===== src/rtl/menu_page_gen.sv =====
// Menu page renderer: ITEM_NUM text items, key-driven cursor,
// tear-free highlight with optional blink, 3-cycle pixel pipeline.
module menu_page_gen #(
  parameter int          ITEM_NUM   = 4,
  parameter int          CHARS      = 8,
  parameter int          SCALE_LOG2 = 1,
  parameter int          TEXT_X0    = 256,
  parameter int          TEXT_Y0    = 160,
  parameter int          ITEM_PITCH = 48,
  parameter logic [15:0] FG_COLOR   = 16'hFFFF,
  parameter logic [15:0] BG_COLOR   = 16'h0000,
  parameter logic [15:0] HL_COLOR   = 16'h001F,
  parameter bit          BLINK_EN   = 1'b1,
  localparam int         IW = $clog2(ITEM_NUM),
  localparam int         CW = $clog2(CHARS)
) (
  input  logic                 vga_clk,
  input  logic                 sys_rst,
  input  logic [9:0]           screen_x,
  input  logic [9:0]           screen_y,
  input  logic                 key_up,
  input  logic                 key_down,
  input  logic                 key_ent,
  output logic [IW+CW-1:0]     text_addr,
  input  logic [6:0]           char_code,
  output logic [10:0]          font_addr,
  input  logic [7:0]           font_row,
  output logic [15:0]          pix_data,
  output logic [IW-1:0]        sel_idx,
  output logic                 sel_valid
);

  localparam int S = SCALE_LOG2;
  localparam logic [11:0] X0 = 12'(TEXT_X0);
  localparam logic [11:0] X1 = 12'(TEXT_X0 + ((CHARS * 8) << S));
  localparam logic [IW-1:0] LAST = IW'(ITEM_NUM - 1);

  logic [11:0]    w_x;
  logic [11:0]    w_y;
  logic [11:0]    w_relx;
  logic [11:0]    w_rely;
  logic           w_in_x;
  logic           w_in_y;
  logic [IW-1:0]  w_item;
  logic [CW-1:0]  w_col;
  logic [2:0]     w_bit;
  logic [3:0]     w_row;

  assign w_x    = {2'b00, screen_x};
  assign w_y    = {2'b00, screen_y};
  assign w_relx = w_x - X0;
  assign w_in_x = (w_x >= X0) && (w_x < X1);

  // Boxes never overlap (pitch >= box height), so at most one matches
  always_comb begin
    w_in_y = 1'b0;
    w_item = '0;
    w_rely = '0;
    for (int i = 0; i < ITEM_NUM; i++) begin
      if (w_y >= 12'(TEXT_Y0 + i * ITEM_PITCH) &&
          w_y <  12'(TEXT_Y0 + i * ITEM_PITCH + (16 << S))) begin
        w_in_y = 1'b1;
        w_item = IW'(i);
        w_rely = w_y - 12'(TEXT_Y0 + i * ITEM_PITCH);
      end
    end
  end

  assign w_col = CW'(w_relx >> (3 + S));
  assign w_bit = 3'(w_relx >> S);
  assign w_row = 4'(w_rely >> S);

  logic            r_in0;
  logic [IW-1:0]   r_item0;
  logic [2:0]      r_bit0;
  logic [3:0]      r_row0;
  logic [IW+CW-1:0] r_text_addr;

  always_ff @(posedge vga_clk or posedge sys_rst) begin
    if (sys_rst) begin
      r_in0       <= 1'b0;
      r_item0     <= '0;
      r_bit0      <= '0;
      r_row0      <= '0;
      r_text_addr <= '0;
    end else begin
      r_in0       <= w_in_x & w_in_y;
      r_item0     <= w_item;
      r_bit0      <= w_bit;
      r_row0      <= w_row;
      r_text_addr <= {w_item, w_col};
    end
  end

  logic            r_in1;
  logic [IW-1:0]   r_item1;
  logic [2:0]      r_bit1;
  logic [10:0]     r_font_addr;

  always_ff @(posedge vga_clk or posedge sys_rst) begin
    if (sys_rst) begin
      r_in1       <= 1'b0;
      r_item1     <= '0;
      r_bit1      <= '0;
      r_font_addr <= '0;
    end else begin
      r_in1       <= r_in0;
      r_item1     <= r_item0;
      r_bit1      <= r_bit0;
      r_font_addr <= {char_code, r_row0};
    end
  end

  logic [IW-1:0] r_cursor;
  logic [IW-1:0] r_disp;
  logic [4:0]    r_frame;
  logic          r_prev_org;
  logic          r_sel_valid;
  logic [15:0]   r_pix;
  logic          w_org;
  logic          w_fstart;
  logic          w_hl_on;
  logic          w_fg;

  assign w_org    = (screen_x == 10'd0) && (screen_y == 10'd0);
  assign w_fstart = w_org & ~r_prev_org;
  assign w_hl_on  = BLINK_EN ? ~r_frame[4] : 1'b1;
  assign w_fg     = font_row[3'd7 - r_bit1];

  always_ff @(posedge vga_clk or posedge sys_rst) begin
    if (sys_rst) begin
      r_pix <= '0;
    end else if (!r_in1) begin
      r_pix <= BG_COLOR;
    end else if (w_fg) begin
      r_pix <= FG_COLOR;
    end else if (r_item1 == r_disp && w_hl_on) begin
      r_pix <= HL_COLOR;
    end else begin
      r_pix <= BG_COLOR;
    end
  end

  // Displayed cursor only follows the live one at frame start
  always_ff @(posedge vga_clk or posedge sys_rst) begin
    if (sys_rst) begin
      r_prev_org <= 1'b0;
      r_frame    <= '0;
      r_disp     <= '0;
    end else begin
      r_prev_org <= w_org;
      if (w_fstart) begin
        r_frame <= r_frame + 5'd1;
        r_disp  <= r_cursor;
      end
    end
  end

  always_ff @(posedge vga_clk or posedge sys_rst) begin
    if (sys_rst) begin
      r_cursor    <= '0;
      r_sel_valid <= 1'b0;
    end else begin
      r_sel_valid <= key_ent;
      if (!key_ent) begin
        if (key_up && !key_down) begin
          r_cursor <= (r_cursor == '0) ? LAST : r_cursor - 1'b1;
        end else if (key_down && !key_up) begin
          r_cursor <= (r_cursor == LAST) ? '0 : r_cursor + 1'b1;
        end
      end
    end
  end

  assign text_addr = r_text_addr;
  assign font_addr = r_font_addr;
  assign pix_data  = r_pix;
  assign sel_idx   = r_cursor;
  assign sel_valid = r_sel_valid;

endmodule

===== config.mk =====
export PLATFORM = sky130hd
export DESIGN_NAME = menu_page_gen
export DESIGN_NICKNAME = d
export VERILOG_FILES = /design/src/rtl/menu_page_gen.sv
export SDC_FILE = /design/constraint.sdc
export NUM_CORES = 1
export LEC_CHECK = 0
export BUFFER_PORTS_ARGS = -buffer_cell sky130_fd_sc_hd__buf_4
export CORE_UTILIZATION = 50
export DETAILED_ROUTE_END_ITERATION = 6
export PLACE_DENSITY = 0.84
export SYNTH_ARGS = -nofsm -noshare
export SYNTH_HDL_FRONTEND = slang
export SYNTH_SLANG_ARGS = --single-unit

===== constraint.sdc =====
create_clock -name vga_clk -period 2.5 [get_ports vga_clk]
set_input_delay 0.5 -clock vga_clk [delete_from_list [all_inputs] [get_ports vga_clk]]
set_output_delay 0.5 -clock vga_clk [all_outputs]
set_load 0.01 [all_outputs]

# Word level (Yosys, flattened, before mapping)

Index checks and enable logic that the tools add are counted.

Shift operators: 0
Reduce and logical (&&, ||, !) cells: 16
Add/subtract/negate cells: 9
Muxes and demuxes: 20
Equal/unequal tests: 2
Div/mod/pow operators: 0
Bitwise logic cells: 5
Multipliers: 0
Order comparisons: 11

Operator list:

| operator              | count |
|---|---|
| $mux W16              | 2 |
| $ge A10 B9 Y1 const B | 3 |
| $lt A10 B9 Y1 const B | 3 |
| $mux W5               | 5 |
| $ge A10 B8 Y1 const B | 2 |
| $logic_not A10 Y1     | 2 |
| $lt A10 B8 Y1 const B | 2 |
| $mux W2               | 6 |
| $sub A5 B1 Y5 const B | 2 |
| $sub A5 B5 Y5 const B | 2 |
| $logic_and A1 B1 Y1   | 9 |
| $sub A7 B1 Y7 const B | 1 |
| $mux W1               | 6 |
| $add A5 B1 Y5 const B | 1 |
| $lt A3 B4 Y1 const B  | 1 |
| $bmux W1 S3           | 1 |
| $not A1 Y1            | 3 |
| $sub A3 B3 Y3 const A | 1 |
| $add A2 B1 Y2 const B | 1 |
| $and A1 B1 Y1         | 2 |
| $eq A2 B2 Y1          | 1 |
| $eq A2 B2 Y1 const B  | 1 |
| $logic_not A1 Y1      | 2 |
| $logic_not A2 Y1      | 1 |
| 3 further kinds       | 3 |

ROM bits: 0
Bits in latches: 0
Input bits: 40
Memories: 0
Bits in registers: 59
Output and inout port bits: 35
Bits in writable memories: 0

# Longest topological paths before layout

Gate-level depths: netlist of the first run.

Depth in word-level cells: 7
Gate-level depth with buffers: 6
Gate-level depth less buffers: 5

# Least setup slack after synthesis of the first run

No wires, ideal clock.

Path type: input -> register
Start: input screen_y[9]
End: register r_disp[0]
Required time: 2.375 ns
Slack: 0.636 ns
Setup time: 0.125 ns
Stages: 6
Data arrival time: 1.739 ns
Path through: buf_6 -> nor4_2 -> nand4_1 -> or3_1 -> buf_6 -> mux2_4

Word-level cells in the longest chain between the ends: 3

Ends and longest elaborated chain:

| what                 | RTL line | RTL |
|---|---|---|
| start, declared      | 20       | `input logic [9:0] screen_y,` |
| $logic_not A10 Y1    | 125      | `assign w_org = (screen_x == 10'd0) && (screen_y == 10'd0);` |
| $logic_and A1 B1 Y1  | 125      |  |
| $and A1 B1 Y1        | 126      | `assign w_fstart = w_org & ~r_prev_org;` |
| end signal, assigned | 154      | `r_disp <= r_cursor;` |
| end, declared        | 115      | `logic [IW-1:0] r_disp;` |

Every way passes these cells.
A chain may end at the register's enable or synchronous reset.

# Worst setup path after layout of the first run

Start: input screen_x[2]
End: register r_disp[0]

Word-level cells in the longest chain between the ends: 3

Ends and longest elaborated chain:

| what                | RTL line | RTL |
|---|---|---|
| start, declared     | 19       | `input logic [9:0] screen_x,` |
| $logic_not A10 Y1   | 125      |  |
| $logic_and A1 B1 Y1 | 125      |  |
| $and A1 B1 Y1       | 126      |  |

Every way passes these cells.

==> flow_summary.ini, run 1 <==
[synthesis]
synth_nets = 181
yosysSeqAreaShare_pct = 61.3
synthTopCellsByArea = dfrtp_1, buf_4, ha_1
avgSynthCellArea_um2 = 12.8
netlist-cell-type-count = 36
ys_seq_elements = 43
ys_warn_count = 0
synth_largest_area_cell = dfrtp_1
synthDominantCellAreaShare_pct = 61.3
synth_area_um2 = 1750
synth_cells = 137

[sta]
timing.final.crit_share_pct = 73.3
rsz0062_at_grt = false
final-hold-violation-count = 0
max_freq_mhz = 546
setup_viol = 0
slew_headroom_pct = 24.2
maxSlewViolCount = 0
tightest_slew_ns = 1.13
fin_setup_tns_ns = 0
hold_ws_ns = 0.242
fin_skew_ns = 0.0115
period_minus_slack_ns = 1.83

[cts]
path_clk_slew_ns = 0.12
post-cts-setup-buffers = 0
cts_resized = 0
clock_sinks = 43
clock_latency_ns = 0.35
cts_max_path_buffers = 2
hold_buffers = 0
htree_levels = 2
tritoncts = done
cts_root_buf = clkbuf_4
numCtsBuffers = 5

[global_route]
grt_max_degree = 35
grt_util_all_layers_pct = 19.8
grt_pass1_vias = 1264
grt_pass1_wl_um = 5210
antenna_found_initial = 0
globalRouteOverflowTotal = 0

[power]
ir_drop_v = 0.000402
power.density_nw_per_um2 = 647
totalPowerFinal_w = 0.00152
leakage_nw = 1.19

[floorplanning]
die_x_um = 61.2
core_um2 = 3340
num_rows = 21
die_h_um = 61.2
ioPinCount = 75
initial_utilization_pct = 52.6
die-area_um2 = 3750

[detailed_routing]
drt.antenna.violating_nets = 0
drt_iter0_drc = 34
vias_per_cell = 5.05
vias = 1253
drc = 0
wl_um = 3240
wl_per_cell_um = 13.0
first_pass_iters = 4

[placement]
routabilityCongestion = 0.772
dp_cells = 240
post-dp-hpwl_um = 2560
portBuffers = 74

[cells_and_area]
nets = 245
syn_to_final_growth_pct = 33.7
instances_no_fill = 248
final_util_pct = 70.3
n_antenna_cell = 0
drive_gt1_share_pct = 44.6

[hold_path]
min_path_type = in2reg

[status]
status = finished clean

[setup_path]
cp_max_fo = 5
arrival_ns = 2.08
setup.worst_path.end_class = register
critPathKind = in2reg
start_kind = primary input
cp.required_ns = 2.75

[job]
maxCapViolations = 0
-- critical path: stages --
cell,delay [ns]
buf_4,0.11
nor4_1,0.41
nand2_1,0.21
or3_1,0.52
mux2_4,0.33
-- cell usage after synthesis, drive strengths merged --
cell and n:
buf 16, nand2b 2, mux2i 1, o21a 1
clkbuf 2, mux2 4, inv 7, nand4 1
a211oi 1, dfrtp 43, a21oi 2, or3 2
nor3 3, a311oi 1, o21bai 1, nor2b 1
ha 4, nand4b 1, nand3b 2, a31o 1
nand2 5, xor2 4, nor2 6, xnor2 5
o21ai 4, nor4 6, or4 1, o31ai 1
nor3b 3, nand3 3, mux4 1, nor4b 1
and3 1
-- cell type report --
class	instances	area [um2]
flip-flops and latches	43	1080
fillers	248	992
repair buffers	75	563
multi-input cells	69	517
clock inverters	3	67.6
well taps	46	57.6
clock buffers	5	37.5
inverters	7	26.3
-- per-stage QoR --
step,cell area (um2),setup WS [ns]
floorplan,1750,0.636
global route,2340,0.626
global placement,2240,0.356
CTS,2340,0.691
finish,2340,0.667
detailed placement,2240,0.304
-- cells in the final DEF (no fill, tap or decap), types with 2 or more instances in the layout --
master,synthesis,layout
buf_4,14,75
dfrtp_1,43,43
inv_1,7,6
nor2_1,6,6
nor4_1,5,5
nand2_1,5,5
xnor2_1,5,5
clkbuf_4,0,5
o21ai_0,4,4
xor2_1,4,4
ha_1,4,4
nand3_1,3,3
nor3_1,3,3
nor3b_1,3,3
mux2_4,3,3
nand2b_1,2,2
or3_1,2,2
nand3b_1,2,2
a21oi_1,2,2
bufinv_16,0,2
-- kinds of logic after synthesis --
family	Yosys count	synth area share (%)
muxes	6	5.06
AOI/OAI and AO/OA	12	4.42
buffers and inverters	25	9.20
DFF	43	61.3
xor gates and xnor gates	9	4.49
and+or+nand+nor	38	12.6
adders and majority gates	4	2.85
-- worst paths after layout --
path,slack [ns],end,startpoint,cells past startpoint
worst min-delay path,0.24,font_addr[7],char_code[3],1
worst min register to register,0.35,font_addr[1],r_row0[1],0
max in group asynchronous,1.56,sel_idx[1],sys_rst,3
min in group asynchronous,0.28,font_addr[5],sys_rst,2
worst max-delay path,0.67,r_disp[0],screen_x[2],5
worst max register to register,1.15,r_disp[0],r_prev_org,2
-- power breakdown --
part	total, W	switching, W	internal (W)
clock network	0.000526	0.000215	0.000311
logic	0.000230	0.000109	0.000121
registers	0.000761	0.0000284	0.000732
-- routing by layer --
metal	part of all wire, %	global-route usage (%)
met2	53	35.6
met3	7.4	4.83
met1	35	20.5
met5	0	0
met4	3.7	13.0
-- flip-flops by register name, summed over array words and instances (netlist names) --
name	count
sel_valid	1
r_row0	4
r_prev_org	1
r_disp	2
r_item1	2
sel_idx	2
r_in0	1
r_item0	1
r_bit1	3
r_bit0	3
text_addr	4
r_in1	1
font_addr	11
pix_data	2
r_frame	5
No activity file was read; power rests on OpenSTA's default activity.
==> inputs of run 2 (changes only) <==
--- a/config.mk
+++ b/config.mk
@@ -5,10 +5,11 @@
 export SDC_FILE = /design/constraint.sdc
 export NUM_CORES = 1
 export LEC_CHECK = 0
+export ABC_AREA = 1
 export BUFFER_PORTS_ARGS = -buffer_cell sky130_fd_sc_hd__buf_4
-export CORE_UTILIZATION = 50
+export CORE_UTILIZATION = 47
 export DETAILED_ROUTE_END_ITERATION = 6
-export PLACE_DENSITY = 0.84
+export PLACE_DENSITY = 0.8
 export SYNTH_ARGS = -nofsm -noshare
 export SYNTH_HDL_FRONTEND = slang
 export SYNTH_SLANG_ARGS = --single-unit
==> constraint.sdc (replaced) <==
create_clock -name vga_clk -period 1.7 [get_ports vga_clk]
set_input_delay 0.34 -clock vga_clk [delete_from_list [all_inputs] [get_ports vga_clk]]
set_output_delay 0.34 -clock vga_clk [all_outputs]
set_load 0.01 [all_outputs]
==> flow_summary.ini, run 2 <==
[power]
power.internal_w = 0.00170
ir_drop_v = 0.000756
switchingPower_w = 0.000551
pwr-share-clk_pct = 34.9
power.density_nw_per_um2 = 941
seqPwrFrac_pct = 49.9
p_sw_share_pct = 24.5
pwr-share-comb_pct = 15.2
leakage_nw = 1.34

[setup_path]
crit_family = flip-flops
cp.required_ns = 1.36
worst-path-buf-inv = 1
arrival_ns = 0.98
critPathKind = reg2out
critPathMaxStageDelay_ns = 0.51
slowest_stage = dfrtp_1
cp_cell_sequence = buf_4
ff2ff_path_depth = 4
worstReg2RegStart = r_prev_org
r2r_slack_ns = 0.48
cp_max_fo = 11
start_kind = register
setup.worst_path.end_class = primary output
r2r-end = r_disp[1]

[global_route]
antenna_found_initial = 0
grt_pass1_wl_um = 5710
grt_pass1_vias = 1293
grt_util_all_layers_pct = 19.3
grt_max_degree = 44
globalRouteOverflowTotal = 0

[cts]
tritoncts = done
post-cts-setup-buffers = 0
hold_buffers = 0
cts_resized = 0
clock_sinks = 43
clock_latency_ns = 0.29
cts_max_path_buffers = 2
path_clk_slew_ns = 0.08
cts_root_buf = clkbuf_8
htree_levels = 2
numCtsBuffers = 5

[synthesis]
netlist-cell-type-count = 18
ys_top_cells_by_count = dfrtp_1, nand2_1, nor2_1, inv_1, nand3_1
avgSynthCellArea_um2 = 10.1
synth_largest_area_cell = dfrtp_1
ys_warn_count = 0
synth_edf_count = 0
synth_nets = 218
synth_cells = 174
async_flop_share_pct = 100
synth_area_um2 = 1750
synthDominantCellAreaShare_pct = 61.5
synth_most_common_cell = dfrtp_1
synthTopCellsByArea = dfrtp_1, nand2_1, buf_4
synth_flop_cell = dfrtp_1
ys_seq_elements = 43
yosysSeqAreaShare_pct = 61.5

[sta]
fin_setup_tns_ns = 0
maxSlewViolCount = 0
tightest_slew_ns = 0.327
setup_viol = 0
rsz0062_at_grt = false
fin_skew_ns = 0.00286
period_minus_slack_ns = 1.32
slew_headroom_pct = 78.1
final-hold-violation-count = 0
max_freq_mhz = 757
timing.final.crit_share_pct = 77.7

[cells_and_area]
seq_area_um2 = 1080
drive_gt1_share_pct = 35.0
nets = 286
multi_input_area_um2 = 504
final_common_cell = buf_4
instances_no_fill = 289
n_antenna_cell = 0
largest_reg_flops = 11
layout_common_cells = buf_4, dfrtp_1, nand2_1, nor2_1, inv_1
nFillCells = 264
syn_to_final_growth_pct = 36.6

[floorplanning]
die_h_um = 63.0
initial_utilization_pct = 50.8
die-area_um2 = 3970
num_rows = 21
ioPinCount = 75
core_um2 = 3440
die_x_um = 63.0

[detailed_routing]
vias = 1367
wl_met2_um = 1770
vias_per_cell = 4.73
first_pass_iters = 4
wl_met1_um = 1230
drc = 0
wl_um = 3310
drt_iter0_drc = 36
drt.antenna.violating_nets = 0
top_layer = met4
wl_per_cell_um = 11.5
wl_met3_um = 225

[status]
status = finished clean

[placement]
post-dp-hpwl_um = 2520
portBuffers = 74
routabilityCongestion = 0.773
dp_cells = 281

[job]
maxCapViolations = 0

[hold_path]
min_path_type = in2async
## run 2: cell types whose count changed after synthesis, moves of 3 or more
cell,before,now
mux2_4,3,0
nor4_1,5,0
o21ai_0,4,7
nor3b_1,3,0
nand3_1,3,15
nor2_1,6,27
inv_1,7,17
nand2_1,5,32
## run 2: metal layers
metal	vias to the layer above	global-route usage, %
li1	667	-
met2	56	34.3
met4	0	11.6
met3	6	5.29
met5	-	0
met1	638	19.9
## run 2: how the worst max path moves through the flow
stage | depth (start not counted) | slack, ns | startpoint | to
after global placement | 7 | 0.32 | screen_x[5] | r_disp[1]
after detailed placement | 7 | 0.22 | screen_x[5] | r_disp[0]
after CTS | 1 | 0.36 | pix_data[14] | pix_data[14]
after global routing | 4 | 0.28 | r_prev_org | r_disp[0]
final | 1 | 0.38 | pix_data[14] | pix_data[14]
after floorplan | 1 | 0.36 | sys_rst | font_addr[0]
## run 2: per-stage QoR
stage	total power (W)	util, %	cell area [um2]	hold WS, ns	worst slack [ns]
5_1_grt	0.00236	69.4	2390	0.0891	0.283
3_3_place_gp	0.00147	66.2	2280	0.333	0.318
6_report	0.00225	69.4	2390	0.0681	0.379
3_5_place_dp	0.00149	66.2	2280	0.335	0.215
4_1_cts	0.00226	69.4	2390	0.0795	0.362
2_1_floorplan	0.00130	-	1750	0.331	0.357
## run 2: layout make-up
class / instances / area share, %
sequential: 43 / 45.0
inverter: 17 / 2.67
tap: 46 / 2.41
clock buffer: 5 / 2.88
multi-input combinational: 100 / 21.1
clock inverter: 3 / 1.83
timing repair buffer: 75 / 24.1
## run 2: kinds of logic (layout without fill, tap and decap cells)
family | Yosys count | in the layout | synth area share (%)
and+or+nand+nor | 81 | 81 | 20.2
DFF | 43 | 43 | 61.5
buffers and inverters | 31 | 100 | 9.66
AOI/OAI and AO/OA | 9 | 9 | 2.79
xor gates and xnor gates | 6 | 6 | 3.00
adders and majority gates | 4 | 4 | 2.86
## run 2: power groups by stage
stage	clock [W]	sequential (W)	combinational (W)
floorplan	0	0.00116	0.000142
global placement	0	0.00114	0.000331
detailed placement	0	0.00114	0.000349
CTS	0.000792	0.00112	0.000349
global route	0.000850	0.00113	0.000376
finish	0.000785	0.00112	0.000342
==> inputs of run 3 (changes only) <==
--- a/config.mk
+++ b/config.mk
@@ -5,7 +5,7 @@
 export SDC_FILE = /design/constraint.sdc
 export NUM_CORES = 1
 export LEC_CHECK = 0
-export ABC_AREA = 1
+export ABC_AREA = 0
 export BUFFER_PORTS_ARGS = -buffer_cell sky130_fd_sc_hd__buf_4
 export CORE_UTILIZATION = 47
 export DETAILED_ROUTE_END_ITERATION = 6
==> constraint.sdc (replaced) <==
create_clock -name vga_clk -period 1.25 [get_ports vga_clk]
set_input_delay 0.25 -clock vga_clk [delete_from_list [all_inputs] [get_ports vga_clk]]
set_output_delay 0.25 -clock vga_clk [all_outputs]
set_load 0.01 [all_outputs]
==> flow_summary.ini, run 3 (same netlist as run 1, synthesis figures left out) <==
[cts]
cts_max_path_buffers = 2
path_clk_slew_ns = 0.08
tritoncts = done
clock_latency_ns = 0.30
numCtsBuffers = 5
cts_root_buf = clkbuf_8
clock_sinks = 43
htree_levels = 2

[power]
leakage_nw = 1.30
totalPowerFinal_w = 0.00304
power.density_nw_per_um2 = 1170
ir_drop_v = 0.000949

[setup_path]
crit_start = screen_y[7]
cp.required_ns = 1.44
cp_cell_sequence = buf_8, nor4_4, nand4_1, or3_4, mux2_4
arrival_ns = 1.52
slowest_stage = or3_4
r2r_slack_ns = -0.05
crit_end = r_frame[1]
start_kind = primary input
ff2ff_path_depth = 2
r2r-end = r_frame[1]
worst-path-buf-inv = 1
cp_max_fo = 4
cp.depth = 5
crit_family = simple AND/OR/NAND/NOR gates
worstReg2RegStart = r_prev_org
setup.worst_path.end_class = register
critPathMaxStageDelay_ns = 0.44
critPathKind = in2reg

[detailed_routing]
vias_per_cell = 4.90
wl_um = 3930
drc = 0
vias = 1304
drt_iter0_drc = 21
drt.antenna.violating_nets = 0
wl_per_cell_um = 14.8
first_pass_iters = 4

[floorplanning]
die_h_um = 63.1
die_x_um = 63.1
die-area_um2 = 3980
num_rows = 21
core_um2 = 3440
initial_utilization_pct = 51.0
ioPinCount = 75

[global_route]
grt_pass1_wl_um = 6590
globalRouteOverflowTotal = 0
grt_util_all_layers_pct = 22.2
grt_pass1_vias = 1410
grt_max_degree = 26
antenna_found_initial = 0

[cells_and_area]
postLayoutCellArea_um2 = 2600
final_common_cell = buf_4
n_antenna_cell = 0
drive_gt1_share_pct = 55.0
largest_reg_flops = 11
syn_to_final_growth_pct = 48.1
nets = 263
layout_common_cells = buf_4, dfrtp_1, inv_1, clkbuf_8, buf_6
instances_no_fill = 266

[sta]
rsz0062_at_grt = true
setup_viol = 4
hold_ws_ns = 0.0449
slew_headroom_pct = 71.5
timing.final.ws_setup_ns = -0.0791
timing.final.crit_share_pct = 106
final-hold-violation-count = 0
period_minus_slack_ns = 1.33
maxSlewViolCount = 0
fin_skew_ns = 0.00536
tightest_slew_ns = 0.427
max_freq_mhz = 752
fin_setup_tns_ns = -0.282

[placement]
dp_cells = 256
placed_area_um2 = 2400
portBuffers = 74
routabilityCongestion = 0.771
post-dp-hpwl_um = 2930

[status]
violations = negative setup slack
status = finished, violations left

[job]
maxCapViolations = 0

[hold_path]
min_path_type = in2reg
==> run 3: changes by cell type in the layout (fill, tap and decap cells not counted), sizes merged, moves of 3 or more <==
cell / previous run / this run
buf: 75 / 92
inv: 16 / 6
mux2: 0 / 4
nand2: 32 / 5
nand3: 15 / 3
nor2: 29 / 6
nor3b: 0 / 3
nor4: 0 / 6
o21ai: 7 / 4
==> run 3: area by class of cell <==
cell class	count	area, um2
Multi-Input combinational cell	69	591
Sequential cell	43	1080
Timing Repair Buffer	93	743
Clock inverter	2	16.3
Clock buffer	6	82.6
Fill cell	227	845
Tap cell	46	57.6
Inverter	7	30.0
==> run 3: through the flow <==
stage               worst slack, ns  utilization (%)
global placement             -0.459             69.8
floorplan                    -0.356                -
CTS                         -0.0589             74.5
detailed placement           -0.501             69.8
finish                      -0.0791             75.5
global route                 -0.133             75.5
==> run 3: timing repair <==
action | 4_1_cts | 5_1_grt
endpoints found under the setup margin | 17 | 10
buffers inserted | 0 | 1
endpoints found under the hold margin | 18 | 0
gates resized for setup | 13 | 7
pin swaps | 5 | 6
hold buffers | 1 | 0
==> run 3: power breakdown <==
group	leakage (nW)	internal (W)	total [W]	switching (W)
combinational	0.697	0.000328	0.000598	0.000271
sequential	0.553	0.00146	0.00151	0.0000424
clock	0.0474	0.000450	0.000936	0.000485
==> run 3: worst min path at each step <==
stage | from | endpoint | slack (ns) | cells after the start
2_1_floorplan | sys_rst | font_addr[0] | 0.25 | 1
3_3_place_gp | sys_rst | font_addr[5] | 0.26 | 2
3_5_place_dp | sys_rst | font_addr[4] | 0.28 | 2
4_1_cts | char_code[5] | font_addr[9] | 0.04 | 1
5_1_grt | char_code[5] | font_addr[9] | 0.03 | 1
6_report | char_code[5] | font_addr[9] | 0.04 | 1
==> run 3: worst reg2reg max path, delay by kind of cell, from the launching register on <==
kind | cells | cell delay, ns
and+or+nand+nor | 1 | 0.45
DFF | 1 | 0.42
muxes | 1 | 0.32
==> run 3: routing by layer <==
layer  global-route usage [%]  vias up  share of wire [%]
met5                        0        -                  0
met2                     40.9       54                 55
met1                     23.1      627                 37
met3                     4.89        9                5.1
met4                     12.5        0                2.9
li1                         -      614                  -
